[config.mk]
export PLATFORM = sky130hd
export DESIGN_NAME = mult_result_buffer_flat
export DESIGN_NICKNAME = d
export VERILOG_FILES = /design/src/rtl/mult_result_buffer_if.sv /design/src/rtl/mult_result_buffer.sv /design/src/flat_wrapper.sv
export SDC_FILE = /design/constraint.sdc
export NUM_CORES = 1
export LEC_CHECK = 0
export CORE_UTILIZATION = 40
export CTS_CLUSTER_DIAMETER = 100
export DETAILED_ROUTE_END_ITERATION = 16
export DONT_BUFFER_PORTS = 1
export SLEW_MARGIN = 40
export SYNTH_ARGS = -nofsm -noshare
export SYNTH_HDL_FRONTEND = slang
export SYNTH_SLANG_ARGS = --single-unit
[constraint.sdc]
create_clock -name clk -period 5.2 [get_ports clk]
set_clock_uncertainty 0.1 [all_clocks]
set_input_delay 0.78 -clock clk [delete_from_list [all_inputs] [get_ports clk]]
set_output_delay 0.78 -clock clk [all_outputs]
set_load 0.1 [all_outputs]
[src/rtl/mult_result_buffer_if.sv]
// Handshake bundle between a multiplier producer, the result buffer and its consumer.
// Latency: none, wires only.
// Backpressure: in_ready flows back to the producer and out_ready flows in from the consumer.
interface mult_result_buffer_if;
    // Producer side: one multiplier product per accepted beat
    logic        in_valid;
    logic [20:0] in_result;
    logic        in_ready;

    // Consumer side: head-of-queue word, first-word fall-through
    logic        out_valid;
    logic [20:0] out_result;
    logic        out_ready;

    // Drives products in and takes results out (producer/consumer side)
    modport master (
        output in_valid,
        output in_result,
        output out_ready,
        input  in_ready,
        input  out_valid,
        input  out_result
    );

    // The buffer itself
    modport slave (
        input  in_valid,
        input  in_result,
        input  out_ready,
        output in_ready,
        output out_valid,
        output out_result
    );
endinterface

[src/rtl/mult_result_buffer.sv]
// FWFT FIFO for multiplier products that sanitises special values and counts zero/inf/NaN.
// Latency: a push into an empty buffer shows on out_valid/out_result in the next cycle.
// Backpressure: in_ready = not full (independent of out_ready); the head is held until out_ready.
module mult_result_buffer #(
    parameter int DEPTH = 4
) (
    input  logic                     clk,
    input  logic                     reset,
    input  logic                     clear_stats,
    mult_result_buffer_if.slave      bus,
    output logic [7:0]               zero_count,
    output logic [7:0]               inf_count,
    output logic [7:0]               nan_count,
    output logic [$clog2(DEPTH):0]   level
);

    localparam int PW = $clog2(DEPTH);
    localparam int LW = PW + 1;

    // Flag field of a product word: [20] inf, [19] zero; both set encodes a NaN error
    localparam logic [1:0] CLS_NONE = 2'b00;
    localparam logic [1:0] CLS_ZERO = 2'b01;
    localparam logic [1:0] CLS_INF  = 2'b10;
    localparam logic [1:0] CLS_NAN  = 2'b11;

    logic [20:0]   r_mem [DEPTH];
    logic [PW-1:0] r_wr_ptr;
    logic [PW-1:0] r_rd_ptr;
    logic [LW-1:0] r_level;
    logic [7:0]    r_zero_cnt;
    logic [7:0]    r_inf_cnt;
    logic [7:0]    r_nan_cnt;

    logic          w_in_ready;
    logic          w_out_valid;
    logic          w_push;
    logic          w_pop;
    logic [1:0]    w_cls;
    logic [20:0]   w_san;

    // Saturating +1 so a stuck source cannot wrap a counter back to small values
    function automatic logic [7:0] sat_inc(input logic [7:0] v);
        return (v == 8'hFF) ? v : v + 8'd1;
    endfunction

    // Handshake decode; in_ready looks only at occupancy so a full buffer never
    // takes a word even if the consumer drains one in the same cycle
    always_comb begin
        w_in_ready  = (r_level != LW'(DEPTH));
        w_out_valid = (r_level != '0);
        w_push      = bus.in_valid && w_in_ready;
        w_pop       = w_out_valid && bus.out_ready;
    end

    // Special values carry no payload: keep the flags, zero sign/exponent/fraction
    always_comb begin
        w_cls = bus.in_result[20:19];
        w_san = bus.in_result;
        if (w_cls != CLS_NONE) begin
            w_san = {w_cls, 19'd0};
        end
    end

    assign bus.in_ready   = w_in_ready;
    assign bus.out_valid  = w_out_valid;
    assign bus.out_result = r_mem[r_rd_ptr];

    assign level      = r_level;
    assign zero_count = r_zero_cnt;
    assign inf_count  = r_inf_cnt;
    assign nan_count  = r_nan_cnt;

    // Storage write; entries are cleared on reset so out_result reads 0 until the first push
    always_ff @(posedge clk) begin
        if (reset) begin
            for (int i = 0; i < DEPTH; i++) begin
                r_mem[i] <= '0;
            end
        end else if (w_push) begin
            r_mem[r_wr_ptr] <= w_san;
        end
    end

    // Pointers wrap naturally modulo DEPTH (power of two); level tracks net push/pop
    always_ff @(posedge clk) begin
        if (reset) begin
            r_wr_ptr <= '0;
            r_rd_ptr <= '0;
            r_level  <= '0;
        end else begin
            if (w_push) begin
                r_wr_ptr <= r_wr_ptr + PW'(1);
            end
            if (w_pop) begin
                r_rd_ptr <= r_rd_ptr + PW'(1);
            end
            case ({w_push, w_pop})
                2'b10:   r_level <= r_level + LW'(1);
                2'b01:   r_level <= r_level - LW'(1);
                default: r_level <= r_level;
            endcase
        end
    end

    // Classification counters; clear_stats beats a same-cycle increment
    always_ff @(posedge clk) begin
        if (reset || clear_stats) begin
            r_zero_cnt <= '0;
            r_inf_cnt  <= '0;
            r_nan_cnt  <= '0;
        end else if (w_push) begin
            case (w_cls)
                CLS_NAN:  r_nan_cnt  <= sat_inc(r_nan_cnt);
                CLS_INF:  r_inf_cnt  <= sat_inc(r_inf_cnt);
                CLS_ZERO: r_zero_cnt <= sat_inc(r_zero_cnt);
                default:  ;
            endcase
        end
    end

endmodule

[src/flat_wrapper.sv]
// flat-port wrapper written by rule: the top's interface ports become plain ports
module mult_result_buffer_flat 
#(
    parameter int DEPTH = 4
)
  (clk, reset, clear_stats, zero_count, inf_count, nan_count, level, bus_in_valid, bus_in_result, bus_out_ready, bus_in_ready, bus_out_valid, bus_out_result);
  mult_result_buffer_if bus_i ();
  input  logic clk;
  input  logic reset;
  input  logic clear_stats;
  output logic [7:0] zero_count;
  output logic [7:0] inf_count;
  output logic [7:0] nan_count;
  output logic [$clog2(DEPTH):0] level;
  input wire logic [$bits(bus_i.in_valid)-1:0] bus_in_valid;
  input wire logic [$bits(bus_i.in_result)-1:0] bus_in_result;
  input wire logic [$bits(bus_i.out_ready)-1:0] bus_out_ready;
  output wire logic [$bits(bus_i.in_ready)-1:0] bus_in_ready;
  output wire logic [$bits(bus_i.out_valid)-1:0] bus_out_valid;
  output wire logic [$bits(bus_i.out_result)-1:0] bus_out_result;
  assign bus_i.in_valid = bus_in_valid;
  assign bus_i.in_result = bus_in_result;
  assign bus_i.out_ready = bus_out_ready;
  assign bus_in_ready = bus_i.in_ready;
  assign bus_out_valid = bus_i.out_valid;
  assign bus_out_result = bus_i.out_result;
  mult_result_buffer #(.DEPTH(DEPTH)) u_core (.clk(clk), .reset(reset), .clear_stats(clear_stats), .bus(bus_i), .zero_count(zero_count), .inf_count(inf_count), .nan_count(nan_count), .level(level));
endmodule
* Word-level counts from Yosys, hierarchy flattened *
Memory sizes are Yosys's and may differ from the RTL's. A register that Yosys moved wholly into a read port is not among the register bits.
Cells that the tools add are included.

cells by class
  add/subtract/negate cells = 7
  equality and inequality tests = 9
  bitwise logic cells = 3
  reductions and logical operators = 10
  muxes and demuxes = 12

operators with widths
  cell                                                                   number
  8-bit by 1-bit adder with 8-bit output, second input constant          3
  8-bit equality test, second input constant                             3
  21-bit 2-to-1 mux                                                      1
  21-bit OR reduction                                                    1
  19-bit 2-to-1 mux                                                      1
  3-bit AND reduction                                                    3
  2-bit equality test, second input constant                             3
  1-bit 2-to-1 mux                                                       6
  2-bit 2-to-1 mux                                                       3
  3-bit case mux with 2 select lines                                     1
  2-bit by 1-bit adder with 2-bit output, second input constant          2
  2-bit by 1-bit equality test with 1-bit output, second input constant  2
  2-bit nonzero test                                                     2
  3-bit by 1-bit adder with 3-bit output, second input constant          1
  3-bit != test, second input constant                                   1
  1-bit NOT                                                              3
  3-bit nonzero test                                                     1
  3-bit by 1-bit subtractor with 3-bit output, second input constant     1
  1-bit logical AND                                                      2
  1-bit logical OR                                                       1

word-level totals
  bits in registers = 31
  output and inout port bits = 50
  word-level logic and storage cells = 48
  bits in writable memories = 84
  memories = 1

memories
  name          words  bits a word  read ports  clocked after memory_dff  wr ports  line                      RTL
  u_core.r_mem  4      21           1           1                         4         mult_result_buffer.sv:26  logic [20:0] r_mem [DEPTH];

* Longest topological paths before layout *
  word-level depth = 7
  gate-level depth with buffers = 9
  mapped depth without buffers = 9

* Worst setup path after synthesis *
OpenSTA, ideal clock, no wires.

  path kind = flip-flop to flip-flop
  from = register u_core.r_level[0] (netlist: u_core.level[0])
  to = memory u_core.r_mem[1][0] (enable)
  cell stages (with the launch flop) = 5
  data required time = 4.696 ns
  path buffers = 0
  arrival time = 2.962 ns
  setup slack = 1.735 ns
  cells stage by stage = dfxtp_1 nor3b_2 inv_2 nand3_1 o21bai_1

RTL lines
  what                    line                       RTL
  from (decl)             mult_result_buffer.sv:29   logic [LW-1:0] r_level;
  from (signal assigned)  mult_result_buffer.sv:98   2'b10: r_level <= r_level + LW'(1);
  from (signal assigned)  mult_result_buffer.sv:99   2'b01: r_level <= r_level - LW'(1);
  from (signal assigned)  mult_result_buffer.sv:100  default: r_level <= r_level;
  to (decl)               mult_result_buffer.sv:26

==> flow_summary.ini <==
[grt]
antenna_found_initial = 0
overflow = 0
grt_pass1_vias = 3326
grt_pass1_wl_um = 17600
grt_max_degree = 23
track_usage_pct = 18.0

[worst_setup_path]
required_ns = 5.15
crit_path_end_kind = flip-flop
path_buf_inv = 4
slowest_delay_ns = 0.57
cp-start-kind = flip-flop
crit_chain = buf_4 -> nor3b_2 -> inv_2 -> nand3b_1 -> buf_4 -> or3_1 -> buf_4 -> nand2b_2
cpMaxStageDelayCell = nor3b_2
cp_top_family = buffers and inverters
criticalPathCategory = reg2reg
cp_common_cell = buf_4
crit_path_max_fanout = 22
worstPathArrival_ns = 3.28

[clocking]
cts_tree = built
cts_hold_repair.buffers = 0
htree_levels = 4
cts_resized = 0
cts_root_buf = clkbuf_16
post_cts_buffers = 0
insertion_delay_ns = 0.41
cts-buffers-inserted = 17
cts_num_sinks = 117
cts_buffer_depth = 2
path_clk_slew_ns = 0.05

[pwr]
cellPowerDensity_mw_per_mm2 = 566
ir_drop_mv = 0.254
power.leakage_nw = 2.04

[yosys]
post-synth-top-count-cell = nor2_1
synth_area_leaders = edfxtp_1 49%, dfxtp_1 13%, mux4_2 9.2%, nor2_1 7.2%, nand2_1 2.4%
yosysTopAreaCell = edfxtp_1
syn_avg_cell_area_um2 = 12.3
synthDistinctLibCells = 47
yosys_register_bits = 117
yosysWarningCount = 0
synthFlopType = edfxtp_1
synth_edf_count = 84
synth_top_area_share_pct = 49.3
syn_nets = 448
postSynthCellCount = 417
ys_seq_area_share_pct = 62.2
synth_area_mm2 = 0.00512
async_flop_share_pct = 0
synth_common_cells = 98 x nor2_1, 84 x edfxtp_1, 33 x dfxtp_1, 33 x nand2_1, 21 x mux4_2

[detailed_routing]
wire_per_inst_um = 17.9
dr.pass1.iters = 4
drc = 0
final_antenna_net_count = 0
route.vias.total = 3342
drt_wl_total_um = 10900
first_iter_violations = 231
avgViaCountPerCell = 5.49

[timing]
fin_crit_ns = 3.33
maxSlewHeadroom_pct = 45.9
fin_tns_setup_ns = 0
tightest_slew_ns = 0.810
maxSlewViolCount = 0
fmax_mhz = 300
finalCritPeriodShare_pct = 64.0
setup_viol = 0
rsz0062_at_grt = false
hold_viol = 0

[floorplanning]
initial_core_util_pct = 41.8
fp.dieH_um = 115
die_area_mm2 = 0.0133
num_rows = 40
top_level_ports = 76
coreArea_mm2 = 0.0123
die_x_um = 115

[placement]
hpwl_um = 7050
io_buffers = 0
place_congestion = 0.753
post_dp_cell_area_mm2 = 0.00537

[layout]
postLayoutCellArea_mm2 = 0.00603
nNetsFinal = 459
areaGrowthSynthToFinish_pct = 17.8
fillerInstances = 1101
multiInputGateArea_mm2 = 0.00185
fin_util_pct = 49.2
drive_above_1_share_pct = 22.0
diodes = 0
area.sequential_mm2 = 0.00321

[run_status]
status = finished, final reports clean

[flow_run]
maxCapViolations = 0

[min_path]
hold_class = in2reg
[worst register-to-register path: cells and delay by family (launching register included)]
kind | cells | cell delay, ns
buf+inv | 4 | 1.29
flops | 1 | 0.30
simple gates | 4 | 1.28
[cell families (layout without fill, tap and decap cells)]
family | count (synthesis) | after routing | synth area share (%)
fa+ha+maj | 5 | 5 | 1.37
simple gates | 192 | 192 | 17.4
xor+xnor | 7 | 7 | 1.20
compound gates | 48 | 48 | 5.99
mux | 24 | 24 | 9.82
buf+inv | 24 | 48 | 2.05
flops | 117 | 117 | 62.2
[path summary, 6_finish.rpt]
kind	startpoint	endpoint	slack [ns]	depth (start not counted)
min	reset	u_core.r_wr_ptr[1]	0.34	1
max	u_core.level[2]	u_core.r_mem[0][6]	1.87	8
min reg2reg	u_core.r_rd_ptr[0]	flip-flop	0.44	2
max reg2reg	u_core.level[2]	u_core.r_mem[0][6]	1.87	8
[metal layers]
layer  vias to the layer above  track usage, %  routed length (um)
li1                       1577               -                   -
met2                       110            30.7                5530
met4                         0            6.84                 150
met5                         -               0                   0
met1                      1641            21.1                4340
met3                        14            6.06                 883
[registers in the layout, indices dropped and copies added, names as in the netlist, named ones only]
name,cells
u_core.inf_count,8
u_core.level,3
u_core.nan_count,8
u_core.r_mem,84
u_core.r_rd_ptr,2
u_core.r_wr_ptr,2
u_core.zero_count,8
[power breakdown]
group | switching [mW] | internal (mW) | total (mW) | leakage (nW)
clock network | 0.403 | 0.892 | 1.29 | 0.316
registers | 0.0434 | 1.08 | 1.13 | 1.16
logic | 0.802 | 0.188 | 0.990 | 0.567
total | 1.25 | 2.16 | 3.41 | 2.04
[layout make-up]
class | count | area share (%)
Sequential cell | 117 | 53.3
Multi-Input combinational cell | 276 | 30.7
Clock buffer | 17 | 7.05
Clock inverter | 15 | 3.90
Tap cell | 168 | 3.49
Timing Repair Buffer | 9 | 1.12
Inverter | 7 | 0.436
[stage by stage]
stage	std cells	power [mW]	setup slack, ns	hold WS [ns]
floorplan	417	2.03	1.73	0.385
global route	609	3.52	1.61	0.327
finish	609	3.41	1.87	0.341
detailed placement	577	2.14	1.84	0.424
global placement	577	2.13	1.57	0.406
CTS	609	3.44	1.84	0.327
[layout by cell type (no fill, tap or decap), drive strengths merged, types with 2 or more instances in the layout]
| master | netlist | routed |
|---|---|---|
| a211oi | 4 | 4 |
| a21oi | 16 | 16 |
| a31oi | 2 | 2 |
| and2 | 2 | 2 |
| and3 | 5 | 5 |
| buf | 8 | 9 |
| bufinv | 0 | 6 |
| clkbuf | 9 | 17 |
| clkinv | 0 | 6 |
| clkinvlp | 0 | 3 |
| dfxtp | 33 | 33 |
| edfxtp | 84 | 84 |
| ha | 4 | 4 |
| inv | 7 | 7 |
| mux2i | 3 | 3 |
| mux4 | 21 | 21 |
| nand2 | 33 | 33 |
| nand2b | 2 | 2 |
| nand3 | 9 | 9 |
| nand4 | 9 | 9 |
| nand4b | 2 | 2 |
| nor2 | 98 | 98 |
| nor2b | 2 | 2 |
| nor3 | 3 | 3 |
| nor3b | 2 | 2 |
| nor4 | 3 | 3 |
| o211ai | 2 | 2 |
| o21ai | 9 | 9 |
| o21bai | 2 | 2 |
| o31ai | 7 | 7 |
| or2 | 2 | 2 |
| or3 | 10 | 10 |
| or4 | 7 | 7 |
| xnor2 | 2 | 2 |
| xor2 | 5 | 5 |
Note: power is estimated with default switching activity, not from simulation.
